<file path="src/rtl/tone_detector_if.sv">
// tone_detector_if: pin input and status outputs of tone_detector; carries irq when TONE_DET_IRQ_EN is defined
interface tone_detector_if;
    logic        tone_in;
    logic        tone_a;
    logic        tone_b;
    logic        err;
    logic [15:0] period;
`ifdef TONE_DET_IRQ_EN
    logic        irq;
    modport master(output tone_in, input tone_a, tone_b, period, err, irq);
    modport slave(input tone_in, output tone_a, tone_b, period, err, irq);
`else
    modport master(output tone_in, input tone_a, tone_b, period, err);
    modport slave(input tone_in, output tone_a, tone_b, period, err);
`endif
endinterface

</file>
<file path="src/rtl/tone_detector.sv">
// tone_detector: measures half-periods of a square wave and locks on tone A or B; TONE_DET_IRQ_EN adds a lock-change irq
module tone_detector #(
    parameter int A_HALF   = 12500,
    parameter int B_HALF   = 16666,
    parameter int TOL      = 500,
    parameter int LOCK_CNT = 4,
    parameter int TIMEOUT  = 40000
) (
    input logic             clk,
    input logic             rst,
    tone_detector_if.slave  bus
);
    typedef enum logic [1:0] {IDLE, MEASURE, LOCK_A, LOCK_B} state_t;
    typedef enum logic [1:0] {C_NONE, C_A, C_B} cls_t;
    state_t      state, state_nx;
    cls_t        cls, last_cls, last_cls_nx;
    logic [2:0]  sync;
    logic [15:0] hp_cnt, period_q;
    logic [3:0]  match_cnt, match_nx;
    logic        edge_det, timeout, classify;
    logic        tone_a_q, tone_b_q, err_q, tone_a_nx, tone_b_nx, err_nx;

    assign edge_det = sync[2] ^ sync[1];
    assign classify = edge_det && state != IDLE;
    assign timeout  = !edge_det && state != IDLE && hp_cnt == 16'(TIMEOUT);
    assign cls = (int'(hp_cnt) >= A_HALF - TOL && int'(hp_cnt) <= A_HALF + TOL) ? C_A :
                 (int'(hp_cnt) >= B_HALF - TOL && int'(hp_cnt) <= B_HALF + TOL) ? C_B : C_NONE;

    assign bus.tone_a = tone_a_q;
    assign bus.tone_b = tone_b_q;
    assign bus.err    = err_q;
    assign bus.period = period_q;

    // synchronize the pin and time the current half-period, saturating rather than wrapping
    always_ff @(posedge clk or negedge rst)
        if (!rst) begin
            sync   <= 3'b000;
            hp_cnt <= 16'd0;
        end else begin
            sync   <= {sync[1:0], bus.tone_in};
            hp_cnt <= edge_det ? 16'd0 : hp_cnt + 16'(hp_cnt != 16'hFFFF);
        end

    // run length of identical classifications and the last measured half-period
    always_ff @(posedge clk or negedge rst)
        if (!rst) begin
            match_cnt <= 4'd0;
            last_cls  <= C_NONE;
            period_q  <= 16'd0;
        end else begin
            match_cnt <= match_nx;
            last_cls  <= last_cls_nx;
            if (classify) period_q <= hp_cnt;
        end

    // NONE breaks the run, a new class restarts it at one, a repeat extends it up to LOCK_CNT
    always_comb begin
        match_nx    = match_cnt;
        last_cls_nx = last_cls;
        if (timeout) match_nx = 4'd0;
        else if (classify) begin
            match_nx    = cls == C_NONE ? 4'd0 :
                          cls != last_cls ? 4'd1 :
                          match_cnt >= 4'(LOCK_CNT) ? match_cnt : match_cnt + 4'd1;
            last_cls_nx = cls == C_NONE ? last_cls : cls;
        end
    end

    // next state: the first edge out of IDLE only starts timing; locks hold until a non-matching edge
    always_comb begin
        state_nx = state;
        if (state == IDLE) state_nx = edge_det ? MEASURE : IDLE;
        else if (timeout) state_nx = IDLE;
        else if (classify)
            state_nx = state == MEASURE ? (match_nx == 4'(LOCK_CNT) ? (cls == C_A ? LOCK_A : LOCK_B) : MEASURE) :
                       state == LOCK_A  ? (cls == C_A ? LOCK_A : MEASURE) :
                                          (cls == C_B ? LOCK_B : MEASURE);
    end

    // output decodes taken from the next state so they appear one clock after the deciding edge
    always_comb begin
        tone_a_nx = state_nx == LOCK_A;
        tone_b_nx = state_nx == LOCK_B;
        err_nx    = classify && cls == C_NONE;
    end

    // state register and registered outputs
    always_ff @(posedge clk or negedge rst)
        if (!rst) begin
            state    <= IDLE;
            tone_a_q <= 1'b0;
            tone_b_q <= 1'b0;
            err_q    <= 1'b0;
        end else begin
            state    <= state_nx;
            tone_a_q <= tone_a_nx;
            tone_b_q <= tone_b_nx;
            err_q    <= err_nx;
        end

`ifdef TONE_DET_IRQ_EN
    logic irq_q;
    assign bus.irq = irq_q;

    // one-clock pulse coinciding with any change of the tone outputs
    always_ff @(posedge clk or negedge rst)
        if (!rst) irq_q <= 1'b0;
        else irq_q <= {tone_b_nx, tone_a_nx} != {tone_b_q, tone_a_q};
`endif
endmodule

</file>
<file path="src/flat_wrapper.sv">
// flat-port wrapper written by rule: the top's interface ports become plain ports
module tone_detector_flat 
#(
    parameter int A_HALF   = 12500,
    parameter int B_HALF   = 16666,
    parameter int TOL      = 500,
    parameter int LOCK_CNT = 4,
    parameter int TIMEOUT  = 40000
)
  (clk, rst, bus_tone_in, bus_tone_a, bus_tone_b, bus_period, bus_err);
  tone_detector_if bus_i ();
  input logic clk;
  input logic rst;
  input wire logic [$bits(bus_i.tone_in)-1:0] bus_tone_in;
  output wire logic [$bits(bus_i.tone_a)-1:0] bus_tone_a;
  output wire logic [$bits(bus_i.tone_b)-1:0] bus_tone_b;
  output wire logic [$bits(bus_i.period)-1:0] bus_period;
  output wire logic [$bits(bus_i.err)-1:0] bus_err;
  assign bus_i.tone_in = bus_tone_in;
  assign bus_tone_a = bus_i.tone_a;
  assign bus_tone_b = bus_i.tone_b;
  assign bus_period = bus_i.period;
  assign bus_err = bus_i.err;
  tone_detector #(.A_HALF(A_HALF), .B_HALF(B_HALF), .TOL(TOL), .LOCK_CNT(LOCK_CNT), .TIMEOUT(TIMEOUT)) u_core (.clk(clk), .rst(rst), .bus(bus_i));
endmodule
</file>
<file path="config.mk">
export PLATFORM = sky130hd
export DESIGN_NAME = tone_detector_flat
export DESIGN_NICKNAME = d
export VERILOG_FILES = /design/src/rtl/tone_detector_if.sv /design/src/rtl/tone_detector.sv /design/src/flat_wrapper.sv
export SDC_FILE = /design/constraint.sdc
export NUM_CORES = 1
export LEC_CHECK = 0
export ABC_CLOCK_PERIOD_IN_PS = 4700
export CAP_MARGIN = 20
export CORE_MARGIN = 2
export CORE_UTILIZATION = 37
export CTS_CLUSTER_DIAMETER = 30
export DETAILED_ROUTE_END_ITERATION = 12
export GPL_TIMING_DRIVEN = 0
export RECOVER_POWER = 50
export SETUP_SLACK_MARGIN = 0.15
export SLEW_MARGIN = 20
export SYNTH_ARGS = -nofsm -noshare
export SYNTH_HDL_FRONTEND = slang
export SYNTH_SLANG_ARGS = --single-unit
</file>
<file path="constraint.sdc">
create_clock -name clk -period 4.7 [get_ports clk]
set_input_delay 0.47 -clock clk [delete_from_list [all_inputs] [get_ports clk]]
set_output_delay 0.47 -clock clk [all_outputs]
set_load 0.02 [all_outputs]
</file>
==> run summary, run 1 <==
Syn Inst Count -> 249
Arrival @ worst endpoint -> 3300 ps
Synth Net Count -> 255
Setup Buffers After CTS -> 0
CTS Sinks -> 46
Final GP Congestion -> 0.855
RSZ-0062 raised after global routing -> false
CTS H-tree depth -> 2
Clock power frac -> 0.328
latest clock arrival within the worst-skew pair -> 300 ps
area delta synth->final -> 17.5%
crit end category -> register
R2R setup slack -> 1650 ps
PortBufs -> 21
vias in the first global route -> 1768
Seq pwr share -> 0.550
layout cells sized above 1 -> 0.0717
final worst-path cycle share -> 0.650
Remaining DRCs -> 0
Vias -> 1790
Max-Slew Margin vs Limit -> 0.114
#FFs+latches synth -> 46
Worst path max stage delay -> 580 ps
Hold Path Class -> register to register
Placeable Area -> 5920 um2
Combinational Power Share -> 0.122
sw frac -> 0.272
Psw -> 0.210 mW
Post-Syn Area -> 2270 um2
detailed placement HPWL -> 3420 um
post-synth cell types -> 48
Synth Flop Type -> dfrtp_1
clock skew -> 7.15 ps
Post-Syn Area per Cell -> 9.13 um2
pwr/cell area -> 289 nW/um2
Max clock buf depth -> 2
# IOs -> 22
antenna-violating nets left -> 0
vias per inst -> 5.06
critical path class -> register to register
total CTS buffers -> 5
Post-synth EDFFs -> 0
gr usage total -> 0.168
CP required -> 4950 ps
status -> completed
cts repair resizes -> 0
Final Util -> 0.451
hold slack -> 356 ps
Async S/R FF share, synth -> 1.00
Pre-antenna DRT Iters -> 4
Root Buffer -> clkbuf_8
crit path max-delay cell type -> nor4_2
critical path startpoint category -> register
Tot Pwr -> 0.772 mW
first-pass GRT wire length -> 8650 um
initial drt markers -> 115
total gr overflow -> 0
num rows -> 28
hold buffers post-CTS -> 0
Net count, final -> 284
Worst VDD drop -> 0.107 mV
Placement Setup Slack -> 1680 ps
# setup viols final -> 0
minimum clock period -> 3050 ps
largest net degree at the start of global routing -> 25
CP Max Fanout -> 9
clock slew at reported path FFs -> 90 ps
setup tns final -> 0 ps
# diodes -> 0
sequential area share after synthesis -> 0.507
YS warnings -> 0
CTS tree -> built
WL final -> 4920 um
worst slew pin tran -> 1330 ps
antenna violations before repair -> 0
CP Cell Sequence -> clkbuf_1 > nand2_1 > o31a_1 > nor4_2 > o21ai_0 > or4b_1 > o31ai_1 > and2_1
worst setup margin -> 1650 ps
DIE WIDTH -> 82.4 um
maxcap violations -> 0
die height -> 82.4 um
Hold Vio Cnt, Final -> 0
Fmax achieved -> 327 MHz
internal power -> 0.562 mW
DIE AREA -> 6780 um2
Routed WL per cell -> 13.9 um
Pins Over Slew Limit -> 0
Initial Util -> 0.384
leakage power -> 1.19 nW
[logic make-up after synthesis]
group                    Yosys count  share of synthesized area
XOR/XNOR                          14                     0.0540
buffers and inverters             21                     0.0407
adder cells (fa/ha/maj)            3                     0.0165
AND/OR/NAND/NOR                  127                      0.267
multiplexers                       1                    0.00496
flip-flops                        46                      0.507
AO/OA/AOI/OAI                     37                      0.111
[layout by cell type, fill, tap and decap left out, types with 3 or more instances in the layout]
master	instances
nand2_1	55
nor2_1	25
clkbuf_1	14
o21ai_0	11
clkbuf_8	6
or3_1	6
dfrtp_1	46
nand4_1	4
a21oi_1	8
inv_1	5
dlygate4sd3_1	7
clkdlybuf4s50_1	13
xnor2_1	6
ha_1	3
and2_1	4
xor2_1	8
nand3_1	13
[cells in the mapped netlist (2+ instances only)]
| library cell | count | area share |
|---|---|---|
| nand3_1 | 13 | 0.029 |
| nand2_1 | 55 | 0.091 |
| nor3_1 | 2 | 0.0044 |
| and2_1 | 4 | 0.011 |
| o211ai_1 | 2 | 0.0066 |
| xnor2_1 | 6 | 0.023 |
| nand4_1 | 4 | 0.011 |
| or3_1 | 6 | 0.017 |
| xor2_1 | 8 | 0.031 |
| nand2b_1 | 2 | 0.0055 |
| ha_1 | 3 | 0.017 |
| inv_1 | 5 | 0.0083 |
| clkbuf_1 | 12 | 0.020 |
| dfrtp_1 | 46 | 0.51 |
| a21oi_1 | 8 | 0.018 |
| or4_1 | 2 | 0.0066 |
| nor2_1 | 25 | 0.041 |
| nor4_1 | 2 | 0.0055 |
| a31oi_1 | 2 | 0.0055 |
| o31ai_1 | 2 | 0.0066 |
| and3_1 | 2 | 0.0055 |
| or3b_2 | 2 | 0.0077 |
| o21ai_0 | 11 | 0.024 |
[layer usage]
metal  vias up  GRT usage  share of wire
li1        901          -              -
met2        31      0.252           0.44
met5         -          0              0
met4         0     0.0483          0.011
met3         7     0.0359          0.033
met1       851      0.245           0.52
[flip-flops by register name, indices dropped and copies added (netlist names)]
name and count:
u_core.hp_cnt 16, u_core.bus.tone_a 1, u_core.match_cnt 4, u_core.state 2, u_core.last_cls 2, u_core.bus.err 1, u_core.bus.tone_b 1, u_core.bus.period 16
u_core.sync 3
[final timing paths]
kind                       cells past startpoint                     endpoint                       start
max in group asynchronous                      2  u_core.hp_cnt[14]$_DFF_PN0_                         rst
setup reg to reg                               8  u_core.bus.tone_a$_DFF_PN0_  u_core.hp_cnt[8]$_DFF_PN0_
hold / removal                                 0     u_core.sync[1]$_DFF_PN0_    u_core.sync[0]$_DFF_PN0_
hold reg to reg                                0     u_core.sync[1]$_DFF_PN0_    u_core.sync[0]$_DFF_PN0_
min in group asynchronous                      1   u_core.hp_cnt[4]$_DFF_PN0_                         rst
setup / recovery                               8  u_core.bus.tone_a$_DFF_PN0_  u_core.hp_cnt[8]$_DFF_PN0_
[stage by stage]
step                std cells  cell area (um2)
finish                    354             2670
global route              354             2670
CTS                       354             2690
detailed placement        346             2590
global placement          345             2580
floorplan                 249             2270
[power by group through the flow]
| stage | logic, mW | registers, mW | clock network [mW] |
|---|---|---|---|
| after CTS | 0.0993 | 0.424 | 0.264 |
| after global placement | 0.0958 | 0.432 | 0 |
| final | 0.0941 | 0.425 | 0.253 |
| after detailed placement | 0.0989 | 0.432 | 0 |
| after global routing | 0.108 | 0.427 | 0.280 |
| after floorplan | 0.0507 | 0.437 | 0 |
[layout make-up]
type                            instances  area (um2)
Buffer                                 16        73.8
Clock buffer                            6        82.6
Clock inverter                          2        12.5
Fill cell                             578        3250
Inverter                                5        18.8
Multi-Input combinational cell        182        1030
Sequential cell                        46        1150
Tap cell                               75        93.8
Timing Repair Buffer                   22         208
[critical path, delay by kind of cell, from the launching register on]
family                 cells  cell delay (ps)
and+or+nand+nor            4             1420
DFF                        1              320
AOI/OAI and AO/OA          3              940
buffers and inverters      1              300
Power figures use the tool's default switching activity.
==> run 2: changes to the inputs <==
--- a/config.mk
+++ b/config.mk
@@ -5,7 +5,7 @@
 export SDC_FILE = /design/constraint.sdc
 export NUM_CORES = 1
 export LEC_CHECK = 0
-export ABC_CLOCK_PERIOD_IN_PS = 4700
+export ABC_CLOCK_PERIOD_IN_PS = 3100
 export CAP_MARGIN = 20
 export CORE_MARGIN = 2
 export CORE_UTILIZATION = 37
==> constraint.sdc (replaced) <==
create_clock -name clk -period 3.1 [get_ports clk]
set_input_delay 0.31 -clock clk [delete_from_list [all_inputs] [get_ports clk]]
set_output_delay 0.31 -clock clk [all_outputs]
set_load 0.02 [all_outputs]
==> run 2 against run 1 <==
Routed wire length up 0.47%; clock power is 52% higher; clock skew is 2.3 ps higher; critical path depth is the same; via count increased by 1.8%; final cell count rose by 0.85%; sequential share of layout area decreased by 0.89 points; largest power group unchanged; critical path type unchanged.
==> run summary, run 2 (synthesized netlist as in run 1, its figures left out) <==
status -> completed (unchanged)
leakage power -> 1.22 nW (was 1.19 nW)
area delta synth->final -> 19.9% (was 17.5%)
PortBufs -> 21 (unchanged)
CTS Sinks -> 46 (unchanged)
CTS H-tree depth -> 2 (unchanged)
DIE WIDTH -> 82.4 um (unchanged)
worst slew pin tran -> 1340 ps (was 1330 ps)
critical path startpoint category -> register (unchanged)
minimum clock period -> 2840 ps (was 3050 ps)
CP Max Fanout -> 10 (was 9)
maxcap violations -> 0 (unchanged)
Placeable Area -> 5920 um2 (unchanged)
# setup viols final -> 0 (unchanged)
Worst path max stage delay -> 520 ps (was 580 ps)
latest clock arrival within the worst-skew pair -> 310 ps (was 300 ps)
Routed WL per cell -> 13.8 um (was 13.9 um)
Root Buffer -> clkbuf_8 (unchanged)
setup tns final -> 0 ps (unchanged)
Vias -> 1823 (was 1790)
total gr overflow -> 0 (unchanged)
Hold Vio Cnt, Final -> 0 (unchanged)
total CTS buffers -> 5 (unchanged)
Fmax achieved -> 352 MHz (was 327 MHz)
clock skew -> 9.48 ps (was 7.15 ps)
worst setup margin -> 259 ps (was 1650 ps)
first-pass GRT wire length -> 8670 um (was 8650 um)
met1 usage in global routing -> 0.243 (was 0.245)
Pre-antenna DRT Iters -> 4 (unchanged)
crit end category -> register (unchanged)
Worst VDD drop -> 0.163 mV (was 0.107 mV)
Hold Path Class -> primary input to async pin (was register to register)
Net count, final -> 287 (was 284)
CP delay by family, top -> simple AND/OR/NAND/NOR gates (unchanged)
Max-Slew Margin vs Limit -> 0.105 (was 0.114)
most common cell after layout, fill and taps aside -> nand2_1 (unchanged)
WL final -> 4940 um (was 4920 um)
R2R setup slack -> 260 ps (was 1650 ps)
clock slew at reported path FFs -> 90 ps (about the same)
Arrival @ worst endpoint -> 3090 ps (was 3300 ps)
GR Util met2 -> 0.254 (was 0.252)
initial drt markers -> 136 (was 115)
Placement Setup Slack -> 81.4 ps (was 1680 ps)
most frequent cells in the layout -> 55 x nand2_1, 46 x dfrtp_1, 25 x nor2_1 (unchanged)
antenna-violating nets left -> 0 (unchanged)
die height -> 82.4 um (unchanged)
Critical R2R Capture -> u_core.bus.tone_a$_DFF_PN0_ (unchanged)
met3 global-route usage -> 0.0359 (unchanged)
CP Cell Sequence -> buf_4 > or4_4 > o41a_1 > a211oi_4 > buf_6 > or4b_1 > o31ai_4 > and2_1 (was clkbuf_1 > nand2_1 > o31a_1 > nor4_2 > o21ai_0 > or4b_1 > o31ai_1 > and2_1)
CTS tree -> built (unchanged)
antenna violations before repair -> 0 (unchanged)
gr usage total -> 0.169 (was 0.168)
Final GP Congestion -> 0.855 (unchanged)
Initial Util -> 0.384 (unchanged)
Max clock buf depth -> 2 (unchanged)
num rows -> 28 (unchanged)
pwr/cell area -> 433 nW/um2 (was 289 nW/um2)
# diodes -> 0 (unchanged)
vias per inst -> 5.11 (was 5.06)
RSZ-0062 raised after global routing -> false (unchanged)
Cell Count Post-Placement -> 346 (unchanged)
vias in the first global route -> 1760 (was 1768)
R2R Path Start -> u_core.hp_cnt[5]$_DFF_PN0_ (was u_core.hp_cnt[8]$_DFF_PN0_)
hold buffers post-CTS -> 0 (unchanged)
largest net degree at the start of global routing -> 25 (unchanged)
CP required -> 3350 ps (was 4950 ps)
fin cells -> 357 (was 354)
critical path class -> register to register (unchanged)
# IOs -> 22 (unchanged)
layout cells sized above 1 -> 0.0887 (was 0.0717)
detailed placement HPWL -> 3420 um (unchanged)
DIE AREA -> 6780 um2 (unchanged)
Reg2Reg Depth -> 8 (unchanged)
Pins Over Slew Limit -> 0 (unchanged)
final worst-path cycle share -> 0.917 (was 0.650)
crit path max-delay cell type -> or4_4 (was nor4_2)
Most Crowded Layer GR -> met2 (unchanged)
Crit path buffers/inverters -> 2 (was 1)
Remaining DRCs -> 0 (unchanged)
## run 2: layout make-up
cell class              instances  area (um2)
fillers                       568        3200
flip-flops and latches         46        1150
multi-input cells             182        1060
repair buffers                 25         234
well taps                      75        93.8
clock buffers                   6        82.6
plain buffers                  16        73.8
inverters                       5        18.8
clock inverters                 2        12.5
## run 2: report_power, final
part,switching (mW),internal (mW)
Combinational,0.0962,0.0564
Clock,0.205,0.179
Sequential,0.0216,0.622
## run 2: through the flow
step                      cell area, um2  power, mW  utilization  hold slack, ps
after global routing                2730       1.24        0.460             356
final                               2730       1.18        0.460             245
after detailed placement            2590      0.805        0.438             332
after global placement              2580      0.800        0.435             334
after floorplan                     2270      0.739            -            14.4
after CTS                           2710       1.19        0.457            1.59
## run 2: worst max-delay path by stage
stage / start / endpoint / slack (ps) / cells past startpoint
floorplan: u_core.hp_cnt[4]$_DFF_PN0_ / u_core.bus.tone_b$_DFF_PN0_ / 380 / 8
global placement: u_core.hp_cnt[8]$_DFF_PN0_ / u_core.bus.tone_a$_DFF_PN0_ / 120 / 8
detailed placement: u_core.hp_cnt[8]$_DFF_PN0_ / u_core.bus.tone_a$_DFF_PN0_ / 80 / 8
CTS: u_core.hp_cnt[5]$_DFF_PN0_ / u_core.bus.tone_b$_DFF_PN0_ / 200 / 9
global route: u_core.hp_cnt[5]$_DFF_PN0_ / u_core.bus.tone_a$_DFF_PN0_ / 170 / 8
finish: u_core.hp_cnt[5]$_DFF_PN0_ / u_core.bus.tone_a$_DFF_PN0_ / 260 / 8
## run 2: timing repair
item | 4_1_cts | 5_1_grt
pin swaps | 1 | 2
cloned | 0 | 0
resized for setup | 2 | 3
endpoints found under the setup margin | 3 | 3
buffers inserted | 1 | 2
## run 2: layer usage
metal  routed length (um)  share of wire
met5                    0              0
met4                   55          0.011
met3                  193          0.039
met2                 2210           0.45
met1                 2490           0.50
